### src/rtl/pe_loader_pkg.sv
// pe_loader_pkg: shared state encoding, staging-select codes and sizing helper
// for the pe_loader sequencer and its word streamer.
package pe_loader_pkg;

    typedef enum logic [2:0] {
        IDLE,
        LOAD_F,
        LOAD_I,
        START,
        RUN
    } state_t;

    typedef enum logic [1:0] {
        SEL_FILTER = 2'd0,
        SEL_IFMAP  = 2'd1,
        SEL_BIAS   = 2'd2,
        SEL_RSVD   = 2'd3
    } wr_sel_t;

    // Number of valid output positions of a 1-D convolution with no padding.
    function automatic int unsigned num_out(input int unsigned depth_i,
                                            input int unsigned depth_f);
        return depth_i - depth_f + 1;
    endfunction

endpackage

### src/rtl/pe_loader_stream.sv
// pe_loader_stream: sends DEPTH buffered words over a valid/ready channel,
// one per accepted transfer, with the word index presented as the address.
// Data/addr are driven from registered state only, so they hold while stalled.
module pe_loader_stream #(
    parameter int unsigned WIDTH = 8,
    parameter int unsigned DEPTH = 3,
    parameter int unsigned ADDR  = 2
) (
    input  logic                        clk,
    input  logic                        rst,
    input  logic                        start_i,
    input  logic [DEPTH-1:0][WIDTH-1:0] words_i,
    input  logic                        ready_i,
    output logic                        valid_o,
    output logic [WIDTH-1:0]            data_o,
    output logic [ADDR-1:0]             addr_o,
    output logic                        last_o
);

    localparam logic [ADDR-1:0] LAST_IDX = ADDR'(DEPTH - 1);

    logic            active_q;
    logic [ADDR-1:0] idx_q;

    // Index/active tracking: start reloads index 0, each transfer advances it.
    always_ff @(posedge clk or posedge rst) begin
        if (rst) begin
            active_q <= 1'b0;
            idx_q    <= '0;
        end else if (start_i) begin
            active_q <= 1'b1;
            idx_q    <= '0;
        end else if (active_q && ready_i) begin
            if (idx_q == LAST_IDX) begin
                active_q <= 1'b0;
                idx_q    <= '0;
            end else begin
                idx_q <= idx_q + 1'b1;
            end
        end
    end

    // Word select for the current index; outputs read zero while idle.
    always_comb begin
        data_o = '0;
        for (int unsigned k = 0; k < DEPTH; k++) begin
            if (active_q && (idx_q == ADDR'(k))) data_o = words_i[k];
        end
    end

    assign valid_o = active_q;
    assign addr_o  = active_q ? idx_q : '0;
    assign last_o  = active_q && ready_i && (idx_q == LAST_IDX);

endmodule

### src/rtl/pe_loader.sv
// pe_loader: stages one row-convolution job (filter, ifmap, bias) from the host
// and sequences it into the PE: filter words, ifmap words, start token, then
// the psum_in stream while waiting for the PE's done token.
// Optional: define PE_LOADER_FILTER_SKIP_EN to skip LOAD_F when the filter
// buffer has not been written since the last filter load (or reset).
module pe_loader
    import pe_loader_pkg::*;
#(
    parameter int unsigned WIDTH   = 8,
    parameter int unsigned DEPTH_F = 3,
    parameter int unsigned ADDR_F  = 2,
    parameter int unsigned DEPTH_I = 5,
    parameter int unsigned ADDR_I  = 3
) (
    input  logic              clk,
    input  logic              rst,
    input  logic              cfg_wr_en,
    input  logic [1:0]        cfg_wr_sel,
    input  logic [2:0]        cfg_wr_addr,
    input  logic [WIDTH-1:0]  cfg_wr_data,
    input  logic              go,
    output logic              busy,
    output logic              job_done,
    output logic              seq_err,
    output logic              f_valid,
    input  logic              f_ready,
    output logic [WIDTH-1:0]  f_data,
    output logic [ADDR_F-1:0] f_addr,
    output logic              i_valid,
    input  logic              i_ready,
    output logic [WIDTH-1:0]  i_data,
    output logic [ADDR_I-1:0] i_addr,
    output logic              p_valid,
    input  logic              p_ready,
    output logic [WIDTH-1:0]  p_data,
    output logic              start_valid,
    input  logic              start_ready,
    output logic [WIDTH-1:0]  start_data,
    input  logic              done_valid,
    output logic              done_ready
);

    localparam int unsigned NUM_OUT = num_out(DEPTH_I, DEPTH_F);
    localparam int unsigned OUT_W   = (NUM_OUT > 1) ? $clog2(NUM_OUT) : 1;
    localparam int unsigned TAP_W   = $clog2(DEPTH_F + 1);
    localparam logic [OUT_W-1:0] LAST_OUT = OUT_W'(NUM_OUT - 1);
    localparam logic [TAP_W-1:0] BIAS_TAP = TAP_W'(DEPTH_F);

    logic [DEPTH_F-1:0][WIDTH-1:0] filter_q;
    logic [DEPTH_I-1:0][WIDTH-1:0] ifmap_q;
    logic [NUM_OUT-1:0][WIDTH-1:0] bias_q;

    state_t            state_q;
    logic              busy_q, job_done_q, seq_err_q;
    logic              start_valid_q, done_ready_q;
    logic              p_valid_q, p_sent_q, done_seen_q;
    logic [TAP_W-1:0]  tap_q;
    logic [OUT_W-1:0]  out_q;
`ifdef PE_LOADER_FILTER_SKIP_EN
    logic              filter_dirty_q;
`endif

    logic [DEPTH_F-1:0] f_we;
    logic [DEPTH_I-1:0] i_we;
    logic [NUM_OUT-1:0] b_we;
    logic go_acc, skip_f, f_start, i_start, f_last, i_last;
    logic p_xfer, p_bias, p_last, d_xfer, psum_fin, done_fin;

    // Staging write decode: IDLE only, out-of-range addresses match no entry.
    always_comb begin
        f_we = '0;
        i_we = '0;
        b_we = '0;
        if (cfg_wr_en && (state_q == IDLE)) begin
            for (int unsigned k = 0; k < DEPTH_F; k++)
                if ((wr_sel_t'(cfg_wr_sel) == SEL_FILTER) && (cfg_wr_addr == 3'(k))) f_we[k] = 1'b1;
            for (int unsigned k = 0; k < DEPTH_I; k++)
                if ((wr_sel_t'(cfg_wr_sel) == SEL_IFMAP) && (cfg_wr_addr == 3'(k))) i_we[k] = 1'b1;
            for (int unsigned k = 0; k < NUM_OUT; k++)
                if ((wr_sel_t'(cfg_wr_sel) == SEL_BIAS) && (cfg_wr_addr == 3'(k))) b_we[k] = 1'b1;
        end
    end

    // Job buffers written by the host while idle.
    always_ff @(posedge clk or posedge rst) begin
        if (rst) begin
            filter_q <= '0;
            ifmap_q  <= '0;
            bias_q   <= '0;
        end else begin
            for (int unsigned k = 0; k < DEPTH_F; k++) if (f_we[k]) filter_q[k] <= cfg_wr_data;
            for (int unsigned k = 0; k < DEPTH_I; k++) if (i_we[k]) ifmap_q[k]  <= cfg_wr_data;
            for (int unsigned k = 0; k < NUM_OUT; k++) if (b_we[k]) bias_q[k]   <= cfg_wr_data;
        end
    end

    assign go_acc = go && (state_q == IDLE);
`ifdef PE_LOADER_FILTER_SKIP_EN
    // A filter write coinciding with go lands first, so it also forces a reload.
    assign skip_f = !(filter_dirty_q || (|f_we));
`else
    assign skip_f = 1'b0;
`endif
    assign f_start = go_acc && !skip_f;
    assign i_start = (go_acc && skip_f) || f_last;

    assign p_xfer   = p_valid_q && p_ready;
    assign p_bias   = (tap_q == BIAS_TAP);
    assign p_last   = p_xfer && p_bias && (out_q == LAST_OUT);
    assign d_xfer   = done_ready_q && done_valid;
    assign psum_fin = p_sent_q || p_last;
    assign done_fin = done_seen_q || d_xfer;

    // Psum word for the current position: DEPTH_F zeros then the group bias.
    always_comb begin
        p_data = '0;
        if (p_valid_q && p_bias) begin
            for (int unsigned k = 0; k < NUM_OUT; k++)
                if (out_q == OUT_W'(k)) p_data = bias_q[k];
        end
    end

    pe_loader_stream #(.WIDTH(WIDTH), .DEPTH(DEPTH_F), .ADDR(ADDR_F)) u_f_stream (
        .clk     (clk),
        .rst     (rst),
        .start_i (f_start),
        .words_i (filter_q),
        .ready_i (f_ready),
        .valid_o (f_valid),
        .data_o  (f_data),
        .addr_o  (f_addr),
        .last_o  (f_last)
    );

    pe_loader_stream #(.WIDTH(WIDTH), .DEPTH(DEPTH_I), .ADDR(ADDR_I)) u_i_stream (
        .clk     (clk),
        .rst     (rst),
        .start_i (i_start),
        .words_i (ifmap_q),
        .ready_i (i_ready),
        .valid_o (i_valid),
        .data_o  (i_data),
        .addr_o  (i_addr),
        .last_o  (i_last)
    );

    // Job sequencer with registered status/handshake outputs and psum counters.
    always_ff @(posedge clk or posedge rst) begin
        if (rst) begin
            state_q       <= IDLE;
            busy_q        <= 1'b0;
            job_done_q    <= 1'b0;
            seq_err_q     <= 1'b0;
            start_valid_q <= 1'b0;
            done_ready_q  <= 1'b0;
            p_valid_q     <= 1'b0;
            p_sent_q      <= 1'b0;
            done_seen_q   <= 1'b0;
            tap_q         <= '0;
            out_q         <= '0;
`ifdef PE_LOADER_FILTER_SKIP_EN
            filter_dirty_q <= 1'b1;
`endif
        end else begin
            job_done_q <= 1'b0;
`ifdef PE_LOADER_FILTER_SKIP_EN
            if (|f_we) filter_dirty_q <= 1'b1;
`endif
            case (state_q)
                IDLE: begin
                    if (go_acc) begin
                        busy_q    <= 1'b1;
                        seq_err_q <= 1'b0;
                        state_q   <= skip_f ? LOAD_I : LOAD_F;
                    end
                end
                LOAD_F: begin
                    if (f_last) begin
                        state_q <= LOAD_I;
`ifdef PE_LOADER_FILTER_SKIP_EN
                        filter_dirty_q <= 1'b0;
`endif
                    end
                end
                LOAD_I: begin
                    if (i_last) begin
                        state_q       <= START;
                        start_valid_q <= 1'b1;
                    end
                end
                START: begin
                    if (start_ready) begin
                        start_valid_q <= 1'b0;
                        done_ready_q  <= 1'b1;
                        p_valid_q     <= 1'b1;
                        p_sent_q      <= 1'b0;
                        done_seen_q   <= 1'b0;
                        tap_q         <= '0;
                        out_q         <= '0;
                        state_q       <= RUN;
                    end
                end
                RUN: begin
                    if (p_xfer) begin
                        if (p_bias) begin
                            tap_q <= '0;
                            if (out_q == LAST_OUT) begin
                                out_q     <= '0;
                                p_valid_q <= 1'b0;
                                p_sent_q  <= 1'b1;
                            end else begin
                                out_q <= out_q + 1'b1;
                            end
                        end else begin
                            tap_q <= tap_q + 1'b1;
                        end
                    end
                    if (d_xfer) begin
                        done_ready_q <= 1'b0;
                        done_seen_q  <= 1'b1;
                        if (!psum_fin) seq_err_q <= 1'b1;
                    end
                    // Done and stream end may land in either order or together.
                    if (psum_fin && done_fin) begin
                        state_q      <= IDLE;
                        busy_q       <= 1'b0;
                        job_done_q   <= 1'b1;
                        done_ready_q <= 1'b0;
                        p_sent_q     <= 1'b0;
                        done_seen_q  <= 1'b0;
                    end
                end
                default: state_q <= IDLE;
            endcase
        end
    end

    assign busy        = busy_q;
    assign job_done    = job_done_q;
    assign seq_err     = seq_err_q;
    assign start_valid = start_valid_q;
    assign start_data  = '0;
    assign done_ready  = done_ready_q;
    assign p_valid     = p_valid_q;

endmodule

### config.mk
export PLATFORM = sky130hd
export DESIGN_NAME = pe_loader
export DESIGN_NICKNAME = d
export VERILOG_FILES = /design/src/rtl/pe_loader_pkg.sv /design/src/rtl/pe_loader_stream.sv /design/src/rtl/pe_loader.sv
export SDC_FILE = /design/constraint.sdc
export NUM_CORES = 1
export LEC_CHECK = 0
export BUFFER_PORTS_ARGS = -buffer_cell sky130_fd_sc_hd__buf_4
export CORE_MARGIN = 5
export CORE_UTILIZATION = 45
export CTS_CLUSTER_SIZE = 30
export DETAILED_ROUTE_END_ITERATION = 8
export PLACE_DENSITY = 0.67
export SYNTH_ARGS = -nofsm -noshare
export SYNTH_HDL_FRONTEND = slang
export SYNTH_SLANG_ARGS = --single-unit
### constraint.sdc
create_clock -name clk -period 3.8 [get_ports clk]
set_clock_uncertainty 0.05 [all_clocks]
set_input_delay 0.57 -clock clk [delete_from_list [all_inputs] [get_ports clk]]
set_output_delay 0.57 -clock clk [all_outputs]
set_load 0.1 [all_outputs]
Yosys cells after proc, flatten, opt, wreduce, memory -nomap -nowiden
Index checks and enable logic that the tools add are counted.

storage, ports and cells
  register bits = 110
  input bits = 22
  word-level logic and storage cells = 202

operators by class
  add/sub/neg operators = 4
  eq/ne operators = 33
  multiplexer cells = 82
  reduce and logical (&&, ||, !) cells = 57

operators by type and width
  operator             count
  $mux 8               12
  $mux 1               38
  $mux 3               11
  $logic_and 1x1->1    31
  $mux 2               10
  $ne 2x2->1 const B   10
  $eq 3x2->1 const B   6
  $pmux 3 s5           1
  $reduce_and 5->1     3
  $pmux 1 s2           7
  $reduce_bool 2->1    7
  $ne 3x3->1 const B   4
  $reduce_and 3->1     4
  $eq 3x1->1 const B   3
  $eq 3x3->1 const B   3
  $logic_not 3->1      3
  $eq 2x2->1 const B   4
  $pmux 2 s2           2
  $reduce_and 4->1     2
  $add 2x1->2 const B  3
  $eq 2x1->1 const B   3
  $logic_not 2->1      3
  $mux 5               1
  $reduce_and 2->1     2
  other kinds (2)      3

Logic depth before layout (Yosys ltp)
  depth after elaboration = 7
  gate-level depth with buffers = 7

Hierarchy
A second synthesis with hierarchy kept.

second synthesis, totals
  cells, all modules = 484
  area, all modules = 5708.0 sq um

modules (own cells, without submodules)
  module                          times used  cells an instance  area each (sq um)  seq. area each (sq um)
  pe_loader                       1           326                4516.8             2577.5
  pe_loader_stream at u_i_stream  1           105                777.0              100.1
  pe_loader_stream at u_f_stream  1           53                 414.1              75.1

Worst setup path after synthesis
Ideal clock, no wire load.

  kind = reg-to-output
  start = register u_f_stream.active_q, in the netlist u_f_stream.valid_o
  end = output f_data[1]
  data arrival time = 3.466 ns
  data required time = 3.180 ns
  slack = -0.286 ns
  stages on the path, launching flop included = 3
  path buffers = 1
  path through = dfrtp_1 clkbuf_1 a21boi_0

between the ends
  word-level cells in the longest chain between the ends = 4
  elaborated cells between the ends (all ways) = 6
  those cells by class = mux: 3; reduce/logical: 3

ends and longest elaborated chain
  item                      RTL line                text
  start: declaration        pe_loader_stream.sv:22  logic active_q;
  start signal: assignment  pe_loader_stream.sv:28  active_q <= 1'b0;
  start signal: assignment  pe_loader_stream.sv:31  active_q <= 1'b1;
  start signal: assignment  pe_loader_stream.sv:35  active_q <= 1'b0;
  $logic_and 1x1->1         pe_loader_stream.sv:47  if (active_q && (idx_q == ADDR'(k))) data_o = words_i[k];
  $mux 8 (2 in a row)       pe_loader_stream.sv:47
  $mux 8 *                  pe_loader_stream.sv:47
  end: declaration          pe_loader.sv:27         output logic [WIDTH-1:0] f_data,

Mark *: on every way between the ends. The rest lies on a longest branch, timed or not.

Worst setup path in the final report
  start = register u_i_stream.idx_q[1]
  end = output i_data[4]

between the ends
  word-level cells in the longest chain between the ends = 7
  elaborated cells between the ends (all ways) = 15
  those cells by class = eq/ne: 4; mux: 5; reduce/logical: 6

ends and longest elaborated chain
  item                      RTL line                text
  start: declaration        pe_loader_stream.sv:23  logic [ADDR-1:0] idx_q;
  start signal: assignment  pe_loader_stream.sv:38  idx_q <= idx_q + 1'b1;
  $logic_not 3->1           pe_loader_stream.sv:47
  $logic_and 1x1->1         pe_loader_stream.sv:47
  $mux 8 (4 in a row)       pe_loader_stream.sv:47
  $mux 8 *                  pe_loader_stream.sv:47
  end: declaration          pe_loader.sv:31         output logic [WIDTH-1:0] i_data,

Marked as above.

==> results.json <==
{
  "ys_ff_latch": 110,
  "post-synth-top-count-cell": "sky130_fd_sc_hd__dfrtp_1",
  "maxCapViolCount": 0,
  "worst_path_max_delay_cell": "sky130_fd_sc_hd__a21boi_1",
  "grt_pass1_vias": 3879,
  "buffer_ports.inserted": 58,
  "grt_max_degree": 56,
  "drt-wirelength-per-cell_um": 18.49,
  "critical_path.startpoint": "u_i_stream.idx_q[1]$_DFFE_PP0P_",
  "critical_path_class": "flip-flop to output pin",
  "cts_hold_buffers": 0,
  "ctsRootBufferMaster": "sky130_fd_sc_hd__clkbuf_16",
  "ctsHtreeMaxLevel": 3,
  "fillerInstances": 1087,
  "yosys_synthesis_warning_count": 0,
  "cts_made_buffers": 9,
  "place_congestion": 0.8298,
  "synth_area_um2": 5583,
  "drt.antenna.violating_nets": 0,
  "internal-power_mw": 2.612,
  "top_post_synthesis_cells_by_area": "sky130_fd_sc_hd__dfrtp_1, sky130_fd_sc_hd__mux2_2, sky130_fd_sc_hd__mux2i_1",
  "synth_cells": 477,
  "row_count": 40,
  "path_delay_family": "compound AO/OA/AOI/OAI gates",
  "timing.critical_path.mode_cell": "sky130_fd_sc_hd__ha_1",
  "cp.required_ns": 3.18,
  "power.total_mw": 4.662,
  "fin_ws_ns": 0.4521,
  "fp.dieW_um": 121.4,
  "global_route.overflow_total": 0,
  "use_met2_pct": 29.33,
  "hold_violation_count_in_the_final_report": 0,
  "core-area_um2": 12110,
  "min_path_type": "input pin to asynchronous set/reset pin",
  "synth_cell_types": 49,
  "grt_antenna_before_repair": 0,
  "slew-limit-headroom_pct": 39.76,
  "p_clk_share_pct": 21.2,
  "p_seq_share_pct": 38.0,
  "critPathMaxStageDelay_ns": 0.64,
  "start_kind": "flip-flop",
  "post-route-drc-count": 0,
  "tritoncts": "done",
  "final_layout_size_suffix_gt1_share_pct": 36.19,
  "async_reset_ff_share_pct": 100.0,
  "numClockSinks": 110,
  "hpwl_um": 8900,
  "globalRouteMet1Util_pct": 25.01,
  "drt_wl_total_um": 12810,
  "worst-path-max-fanout": 10,
  "met3_usage_pct": 4.476,
  "finalSetupViolations": 0,
  "netlist_top_cells_count": "sky130_fd_sc_hd__dfrtp_1, sky130_fd_sc_hd__mux2_2, sky130_fd_sc_hd__nand2_1",
  "clkLatencyLatePin_ns": 0.35,
  "grt_use_total_pct": 18.20,
  "cts_resized": 0,
  "initial_core_util_pct": 46.10,
  "regToRegSetupSlack_ns": 1.32,
  "switchingPower_mw": 2.050,
  "drt_first_pass_iters": 5,
  "post_drt_via_cell_ratio": 5.456,
  "synth-edff-count": 0,
  "max_clock_freq_mhz": 298.7,
  "area.growth.synth_to_final_pct": 14.90,
  "pwr-share-comb_pct": 40.8,
  "via_count": 3781,
  "finish.net_count": 548,
  "synth_flop_cell": "sky130_fd_sc_hd__dfrtp_1",
  "synth_top_area_cell": "sky130_fd_sc_hd__dfrtp_1",
  "status": "completed",
  "post-cts-setup-buffers": 0,
  "die_area_um2": 14730,
  "detail_route.iter0.violations": 221,
  "irDropWorstVdd_mv": 0.7064,
  "worst_path_cell_trace": "ha_1 > ha_1 > a21boi_1 > o221ai_1 > nand3_1 > buf_4",
  "pin_count": 67,
  "p_per_area_nw_per_um2": 726.7,
  "proportion_of_netlist_area_held_by_the_largest_area_contributor_pct": 49.31,
  "timing.critical_path.to_type": "output pin",
  "p_leak_nw": 3.065,
  "antenna_cells": 0,
  "most_crowded_layer_gr": "met2",
  "unrepaired_setup_endpoints_after_global_routing": "no",
  "final.min_clock_period_ns": 3.348,
  "fin_crit_sh_pct": 88.10,
  "slew_violations": 0,
  "floorplan.die.height_um": 121.4,
  "cp.buffers_inverters": 1,
  "swShare_pct": 43.97,
  "dp_worst_setup_slack_ns": 0.8805,
  "worst-slew-pin-transition_ns": 0.8997,
  "r2r-start": "state_q[1]$_DFFE_PP0P_",
  "clk_pin_slew_ns": 0.07,
  "crit_arrival_ns": 2.73,
  "seq_area_frac_synth_pct": 49.31,
  "postSynthAreaPerCell_um2": 11.70,
  "wire_length_of_the_first_global_routing_pass_um": 20910,
  "max-clock-path-buffers": 2
}
-- metal layers --
metal | vias up | wire length, µm
li1 | 1770 | -
met2 | 68 | 6129
met4 | 0 | 151
met1 | 1932 | 5861
met3 | 11 | 669
met5 | - | 0
-- sequential cells by signal (all words and copies together), names as in the netlist --
| name | count |
|---|---|
| ifmap_q | 40 |
| bias_q | 24 |
| filter_q | 24 |
| state_q | 3 |
| u_i_stream.idx_q | 3 |
| out_q | 2 |
| tap_q | 2 |
| u_f_stream.idx_q | 2 |
| busy | 1 |
| done_ready | 1 |
| done_seen_q | 1 |
| job_done | 1 |
| p_sent_q | 1 |
| p_valid | 1 |
| seq_err | 1 |
| start_valid | 1 |
| u_f_stream.valid_o | 1 |
| u_i_stream.valid_o | 1 |
-- cell families after synthesis --
logic type / count (synthesis) / share of synthesized area [%]
buf+inv: 55 / 4.505
other cells: 1 / 0.06717
flops: 110 / 49.31
compound gates: 55 / 7.777
simple gates: 141 / 15.49
mux: 109 / 21.51
fa+ha+maj: 6 / 1.345
-- layout make-up --
type	instances	area [µm²]	area share [%]
Clock buffer	10	239.0	3.725
Timing Repair Buffer	61	457.9	7.139
Clock inverter	6	76.32	1.190
Tap cell	168	210.2	3.277
Inverter	19	73.82	1.151
Multi-Input combinational cell	319	2605	40.61
Sequential cell	110	2753	42.91
-- cell usage in the layout (no fill, tap or decap), drive strengths merged, types with 3 or more instances in the layout --
| master | synthesis | layout |
|---|---|---|
| a21boi | 9 | 9 |
| a21o | 3 | 3 |
| a21oi | 9 | 9 |
| a221o | 8 | 8 |
| a2bb2oi | 8 | 8 |
| and2 | 7 | 7 |
| and3b | 10 | 10 |
| and4b | 3 | 3 |
| buf | 16 | 61 |
| clkbuf | 20 | 10 |
| conb | 1 | 8 |
| dfrtp | 110 | 110 |
| ha | 6 | 6 |
| inv | 19 | 22 |
| mux2 | 88 | 88 |
| mux2i | 21 | 21 |
| nand2 | 44 | 44 |
| nand3 | 20 | 20 |
| nand3b | 9 | 9 |
| nand4 | 4 | 4 |
| nor2 | 16 | 16 |
| nor2b | 5 | 5 |
| nor3b | 3 | 3 |
| o221ai | 8 | 8 |
| or2 | 9 | 9 |
-- final timing paths --
kind,endpoint,depth (start not counted)
min reg2reg,filter_q[6]$_DFFE_PP0P_,1
max reg2reg,ifmap_q[26]$_DFFE_PP0P_,3
min in group clk,seq_err$_DFFE_PP0P_,3
min,filter_q[15]$_DFFE_PP0P_,2
max,i_data[4],6
max in group asynchronous,out_q[1]$_DFFE_PP0P_,3
-- metrics by stage --
stage | TNS (ns) | cells | util [%] | area (µm²) | hold WS [ns]
floorplan | -1.783 | 484 | - | 5609 | 0.4166
global placement | 0 | 677 | 50.36 | 6100 | 0.4362
detailed placement | 0 | 677 | 50.36 | 6100 | 0.4424
CTS | 0 | 693 | 52.96 | 6415 | 0.2986
global route | 0 | 693 | 52.96 | 6415 | 0.3347
finish | 0 | 693 | 52.96 | 6415 | 0.2772
-- power by group through the flow --
stage | registers (mW) | logic [mW] | clock network (mW)
finish | 1.77 | 1.90 | 0.989
global route | 1.82 | 2.02 | 1.06
CTS | 1.77 | 1.91 | 1.01
detailed placement | 1.79 | 1.91 | 0
global placement | 1.77 | 1.88 | 0
floorplan | 1.77 | 1.51 | 0
Note: power is estimated with default switching activity, not from simulation.
